<file path="src/rtl/cp0_timer_irq.sv">
// Coprocessor-0 for the MIPS pipeline: SR/Cause/EPC/PrId, exception and ERET redirect,
// external interrupt lines and an optional prescaled Count/Compare timer interrupt.
module cp0_timer_irq #(
  parameter int          NUM_IRQ      = 6,
  parameter bit          TIMER_EN     = 1'b1,
  parameter int          CNT_DIV      = 2,
  parameter logic [31:0] HANDLER_ADDR = 32'h00004180,
  parameter logic [31:0] PRID         = 32'hDEADBEEF
) (
  input  logic               clk,
  input  logic               reset,
  input  logic               writeEnable,
  input  logic [4:0]         number,
  input  logic [31:0]        writeData,
  output logic [31:0]        readData,
  input  logic               hasExceptionInPipeline,
  input  logic               isException,
  input  logic               isBD,
  input  logic [4:0]         exceptionCause,
  input  logic [31:0]        exceptionPC,
  output logic               jump,
  output logic [31:0]        jumpAddress,
  output logic               interruptNow,
  input  logic [NUM_IRQ-1:0] externalInterrupt,
  output logic               timerInterrupt
);

  localparam logic [4:0] causeERET = 5'b10000;
  localparam int         PW        = (CNT_DIV > 1) ? $clog2(CNT_DIV) : 1;

  logic [31:0] sr;
  logic [31:0] epc;
  logic        causeBd;
  logic [9:0]  causeLow;
  logic [5:0]  causeIp;
  logic [31:0] count;
  logic [31:0] compare;
  logic        ti;
  logic [5:0]  ipExt;
  logic [5:0]  ipLive;
  logic        ie;
  logic        exl;
  logic        isEret;
  logic        takeExc;
  logic        doWrite;

  assign ie  = sr[0];
  assign exl = sr[1];

  // Lines beyond NUM_IRQ tie to zero so the IP field is always 6 bits wide.
  genvar gi;
  generate
    for (gi = 0; gi < 6; gi++) begin : gIp
      if (gi < NUM_IRQ) begin : gUsed
        assign ipExt[gi] = externalInterrupt[gi];
      end else begin : gUnused
        assign ipExt[gi] = 1'b0;
      end
    end
  endgenerate

  assign ipLive = ipExt | {ti, 5'b00000};

  assign isEret  = isException & exl & (exceptionCause == causeERET);
  assign takeExc = isException & ~exl & (exceptionCause != causeERET);
  assign doWrite = writeEnable & ~isException;

  assign jump         = isEret | takeExc;
  assign jumpAddress  = isEret ? epc : HANDLER_ADDR;
  assign interruptNow = ie & ~exl & ~hasExceptionInPipeline & (|(ipLive & sr[15:10]));
  assign timerInterrupt = ti;

  always_ff @(posedge clk or posedge reset) begin
    if (reset) begin
      sr       <= 32'h0000FC02;
      epc      <= 32'h0;
      causeBd  <= 1'b0;
      causeLow <= 10'h0;
      causeIp  <= 6'h0;
    end else begin
      causeIp <= ipLive;
      if (takeExc) begin
        sr[1]         <= 1'b1;
        causeBd       <= isBD;
        causeLow[6:2] <= exceptionCause;
        epc           <= isBD ? (exceptionPC - 32'd4) : exceptionPC;
      end else if (isEret) begin
        sr[1] <= 1'b0;
      end else if (doWrite) begin
        case (number)
          5'd12: sr <= writeData;
          5'd13: begin
            causeBd  <= writeData[31];
            causeLow <= writeData[9:0];
          end
          5'd14: epc <= writeData;
          default: ;
        endcase
      end
    end
  end

  generate
    if (TIMER_EN) begin : gTimer
      logic [PW-1:0] prescaler;
      logic          tick;
      logic          countWrite;
      logic          compareWrite;
      logic [31:0]   countNext;

      assign tick         = (prescaler == PW'(CNT_DIV - 1));
      assign countWrite   = doWrite & (number == 5'd9);
      assign compareWrite = doWrite & (number == 5'd11);
      assign countNext    = count + 32'd1;

      always_ff @(posedge clk or posedge reset) begin
        if (reset) begin
          count     <= 32'h0;
          compare   <= 32'hFFFFFFFF;
          prescaler <= '0;
          ti        <= 1'b0;
        end else begin
          if (countWrite) begin
            count     <= writeData;
            prescaler <= '0;
          end else if (tick) begin
            count     <= countNext;
            prescaler <= '0;
          end else begin
            prescaler <= prescaler + PW'(1);
          end
          if (compareWrite) begin
            compare <= writeData;
          end
          // A Compare write wins over a match on the same edge.
          if (compareWrite) begin
            ti <= 1'b0;
          end else if (tick && !countWrite && (countNext == compare)) begin
            ti <= 1'b1;
          end
        end
      end
    end else begin : gNoTimer
      assign count   = 32'h0;
      assign compare = 32'h0;
      assign ti      = 1'b0;
    end
  endgenerate

  always_comb begin
    readData = 32'h0;
    case (number)
      5'd9:  readData = count;
      5'd11: readData = compare;
      5'd12: readData = sr;
      5'd13: readData = {causeBd, ti, 14'h0, causeIp, causeLow};
      5'd14: readData = epc;
      5'd15: readData = PRID;
      default: readData = 32'h0;
    endcase
  end

endmodule

</file>
<file path="config.mk">
export PLATFORM = sky130hd
export DESIGN_NAME = cp0_timer_irq
export DESIGN_NICKNAME = d
export VERILOG_FILES = /design/src/rtl/cp0_timer_irq.sv
export SDC_FILE = /design/constraint.sdc
export NUM_CORES = 1
export LEC_CHECK = 0
export ABC_AREA = 1
export CORE_MARGIN = 5
export CORE_UTILIZATION = 49
export CTS_CLUSTER_DIAMETER = 200
export DETAILED_ROUTE_END_ITERATION = 8
export GPL_TIMING_DRIVEN = 0
export PLACE_DENSITY = 0.87
export SETUP_SLACK_MARGIN = 0.4
export SLEW_MARGIN = 20
export SYNTH_ARGS = -nofsm -noshare
export SYNTH_HDL_FRONTEND = slang
export SYNTH_SLANG_ARGS = --single-unit
export TNS_END_PERCENT = 30
</file>
<file path="constraint.sdc">
create_clock -name clk -period 5.9 [get_ports clk]
set_input_delay 1.77 -clock clk [delete_from_list [all_inputs] [get_ports clk]]
set_output_delay 1.77 -clock clk [all_outputs]
set_load 0.01 [all_outputs]
</file>
==> metrics.txt, run 1 <==
status=finished, violations left; failing checks=DRC; Starting Density=49.3%; largest net degree at the start of global routing=36; wire per inst=20.2 um; Psw=1600 uW; syn_area_per_cell=6.91 um^2; register area share after synthesis=39.2%; core area=0.0193 mm^2; placed insts=1797; unrepaired setup endpoints after global routing=yes; ANT cells=0; first drt pass iteration count=9; Post-DRT Antenna Nets=0; Cells after Synth=1376; Cell Area, Synth=0.00951 mm^2; Reg clk slew, reported paths=0.07 ns; Ports=153; final setup fails=0; register-to-register setup slack=3.44 ns; Clock Latency Late Sink=0.44 ns; via count=10936; combinational share of power=32.5%; die area=0.0223 mm^2; GRT overflow=0; gpl congestion=0.983; drt total wl=37.2 mm; DRC viols=3; leakage dissipation=0.00573 uW; initial antenna violation count=0; critical path start-end classification=in2out; Layout Skew=0.00877 ns; CTS tree=done; GRT Total Usage=33.3%; global-route wire length before repair=56.9 mm; clock power share=27.0%; Fin Hold WS=0.488 ns; flops & latches, synth=147; clk buf depth=2; Via density=5.96; fmax=0.175 GHz; slew margin rel.=51.5%; Non-Filler Instances=1836; CP Max Fanout=10; Die H=149 um; number of max-cap violations=0; CTS HTree Levels=4; startpoint types=input port; Slew @ Worst Pin=0.721 ns; vias in the first global route=10396; Sw Ratio=39.7%; Syn Nets=1464; HPWL Detailed=28.5 mm; Synth-to-Final Area Change=29.3%; setup slack at placement=-0.535 ns; highest-delay cell along the critical path=clkdlybuf4s50_1; arrival time at the worst endpoint=3.95 ns; die width=149 um; Yosys warnings=0; port bufs=151; synth unique cells=43; Max VDD drop=0.225 mV; Sum Neg Setup Slack=0 ns; CP max stage delay=0.49 ns; CTS Sinks=147; Worst Path Required=4.13 ns; Fill cells=1724; root buf cell=clkbuf_16; sequential share of power=40.5%; Setup WS post-layout=0.183 ns; Slew Limit Fails=0; # nets final=1646; Util after Layout=63.8%; worst path cell trace=clkdlybuf4s50_1, nor3_1, nand3_1, nand2_1, buf_2, clkbuf_2, nand2_1, clkdlybuf4s50_1; HP Class=reg2reg; PD cells=328 mW/mm^2; 1st-iter DRT viols=1434; Final min period=5.72 ns; final hold vios=0; Core Rows=51; layout cells sized above 1=11.2%; internal power=2430 uW; CP Capture Type=output port; final clock period utilization by the worst path=96.9%; CTS Buf Count=17
[timing repair]
item	CTS	global route
cloned	1	0
endpoints found under the setup margin	62	62
gates resized for setup	121	34
setup buffers	4	2
hold buffers	0	0
pin swaps	2	3
[power groups by stage]
| stage | combinational (uW) | clock, uW | sequential (uW) |
|---|---|---|---|
| after floorplan | 872 | 0 | 1540 |
| after global placement | 1200 | 0 | 1610 |
| after detailed placement | 1250 | 0 | 1620 |
| after CTS | 1270 | 1070 | 1610 |
| after global routing | 1450 | 1130 | 1660 |
| final | 1310 | 1090 | 1630 |
[sequential cells by signal, indices dropped and copies added, names as in the netlist]
| register | cells |
|---|---|
| causeBd | 1 |
| causeIp | 6 |
| causeLow | 10 |
| compare | 32 |
| count | 32 |
| epc | 32 |
| gTimer.prescaler | 1 |
| sr | 32 |
| timerInterrupt | 1 |
[per-stage QoR]
| step | cell area (um^2) | total power, uW |
|---|---|---|
| floorplan | 9510 | 2410 |
| global placement | 11400 | 2810 |
| detailed placement | 11500 | 2880 |
| CTS | 12200 | 3960 |
| global route | 12300 | 4240 |
| finish | 12300 | 4030 |
[layout by cell type, fill, tap and decap left out, drive strengths merged, types with 5 or more instances in the layout]
| cell | count |
|---|---|
| buf | 35 |
| clkinv | 6 |
| dlymetal6s2s | 14 |
| nor2 | 150 |
| a221oi | 12 |
| clkdlybuf4s50 | 110 |
| nand2 | 394 |
| nor3 | 15 |
| xnor2 | 9 |
| xor2 | 20 |
| a21oi | 15 |
| nand4 | 5 |
| o2111ai | 5 |
| clkbuf | 57 |
| o211ai | 28 |
| o221ai | 20 |
| a221o | 5 |
| dlygate4sd2 | 14 |
| dfrtp | 108 |
| dfstp | 39 |
| o21ai | 203 |
| nand3 | 88 |
| clkdlybuf4s15 | 6 |
| inv | 186 |
| o22ai | 9 |
[cells by family after synthesis]
kind of cell / share of synthesized area [%]
and+or+nand+nor: 29.0
buffers and inverters: 9.61
DFF: 39.2
xor gates and xnor gates: 3.38
adders and majority gates: 0.263
AOI/OAI and AO/OA: 18.5
[worst max-delay path, delay by kind of cell]
kind	cells	cell delay [ns]
buf+inv	4	1.50
simple gates	4	0.68
[cell type report]
type	instances	area [um^2]	share of cell area, %
clock buffer	18	429	3.49
timing repair buffer	163	1680	13.7
clock inverter	14	145	1.18
buffer	55	310	2.52
inverter	182	694	5.65
sequential	147	3730	30.3
tap	265	332	2.70
multi-input combinational	992	4980	40.5
[routing by layer]
metal  up-vias  part of all wire (%)  track usage [%]
li1       4869                     -                -
met1      5059                    37             42.4
met2       831                    45             53.1
met3       177                    13             9.18
met4         0                   5.4             15.0
met5         -                     0                0
[path summary, 6_finish.rpt]
path | cells after the start | startpoint | to
min | 2 | sr[18] | sr[18]
min reg2reg | 2 | sr[18] | sr[18]
max | 8 | exceptionCause[0] | jump
max reg2reg | 4 | gTimer.prescaler | count[12]
max in group asynchronous | 5 | reset | compare[21]
min in group asynchronous | 2 | reset | count[1]
[Yosys cell counts (all sizes together)]
cell type | instances | area [um^2]
a21boi | 1 | 11.3
a21oi | 15 | 78.8
a221o | 5 | 50.1
a221oi | 12 | 105
a31oi | 2 | 12.5
and2 | 2 | 12.5
buf | 13 | 71.3
clkbuf | 42 | 159
clkinv | 2 | 7.51
dfrtp | 108 | 2700
dfstp | 39 | 1020
ha | 2 | 25.0
inv | 180 | 676
nand2 | 394 | 1510
nand3 | 88 | 445
nand3b | 1 | 7.51
nand4 | 5 | 31.3
nor2 | 150 | 637
nor3 | 15 | 95.1
nor4 | 1 | 6.26
o2111ai | 5 | 43.8
o211ai | 28 | 210
o21ai | 203 | 1020
o221ai | 20 | 175
o22ai | 9 | 56.3
or2 | 2 | 12.5
xnor2 | 9 | 78.8
xnor3 | 3 | 67.6
xor2 | 20 | 175
No activity file was read; power rests on OpenSTA's default activity.
==> run 2: changes to the inputs <==
Settings changed: CTS_CLUSTER_SIZE set to 8.
==> results of run 2 <==
The final DEF is identical to that of run 1; final timing and power are the same.
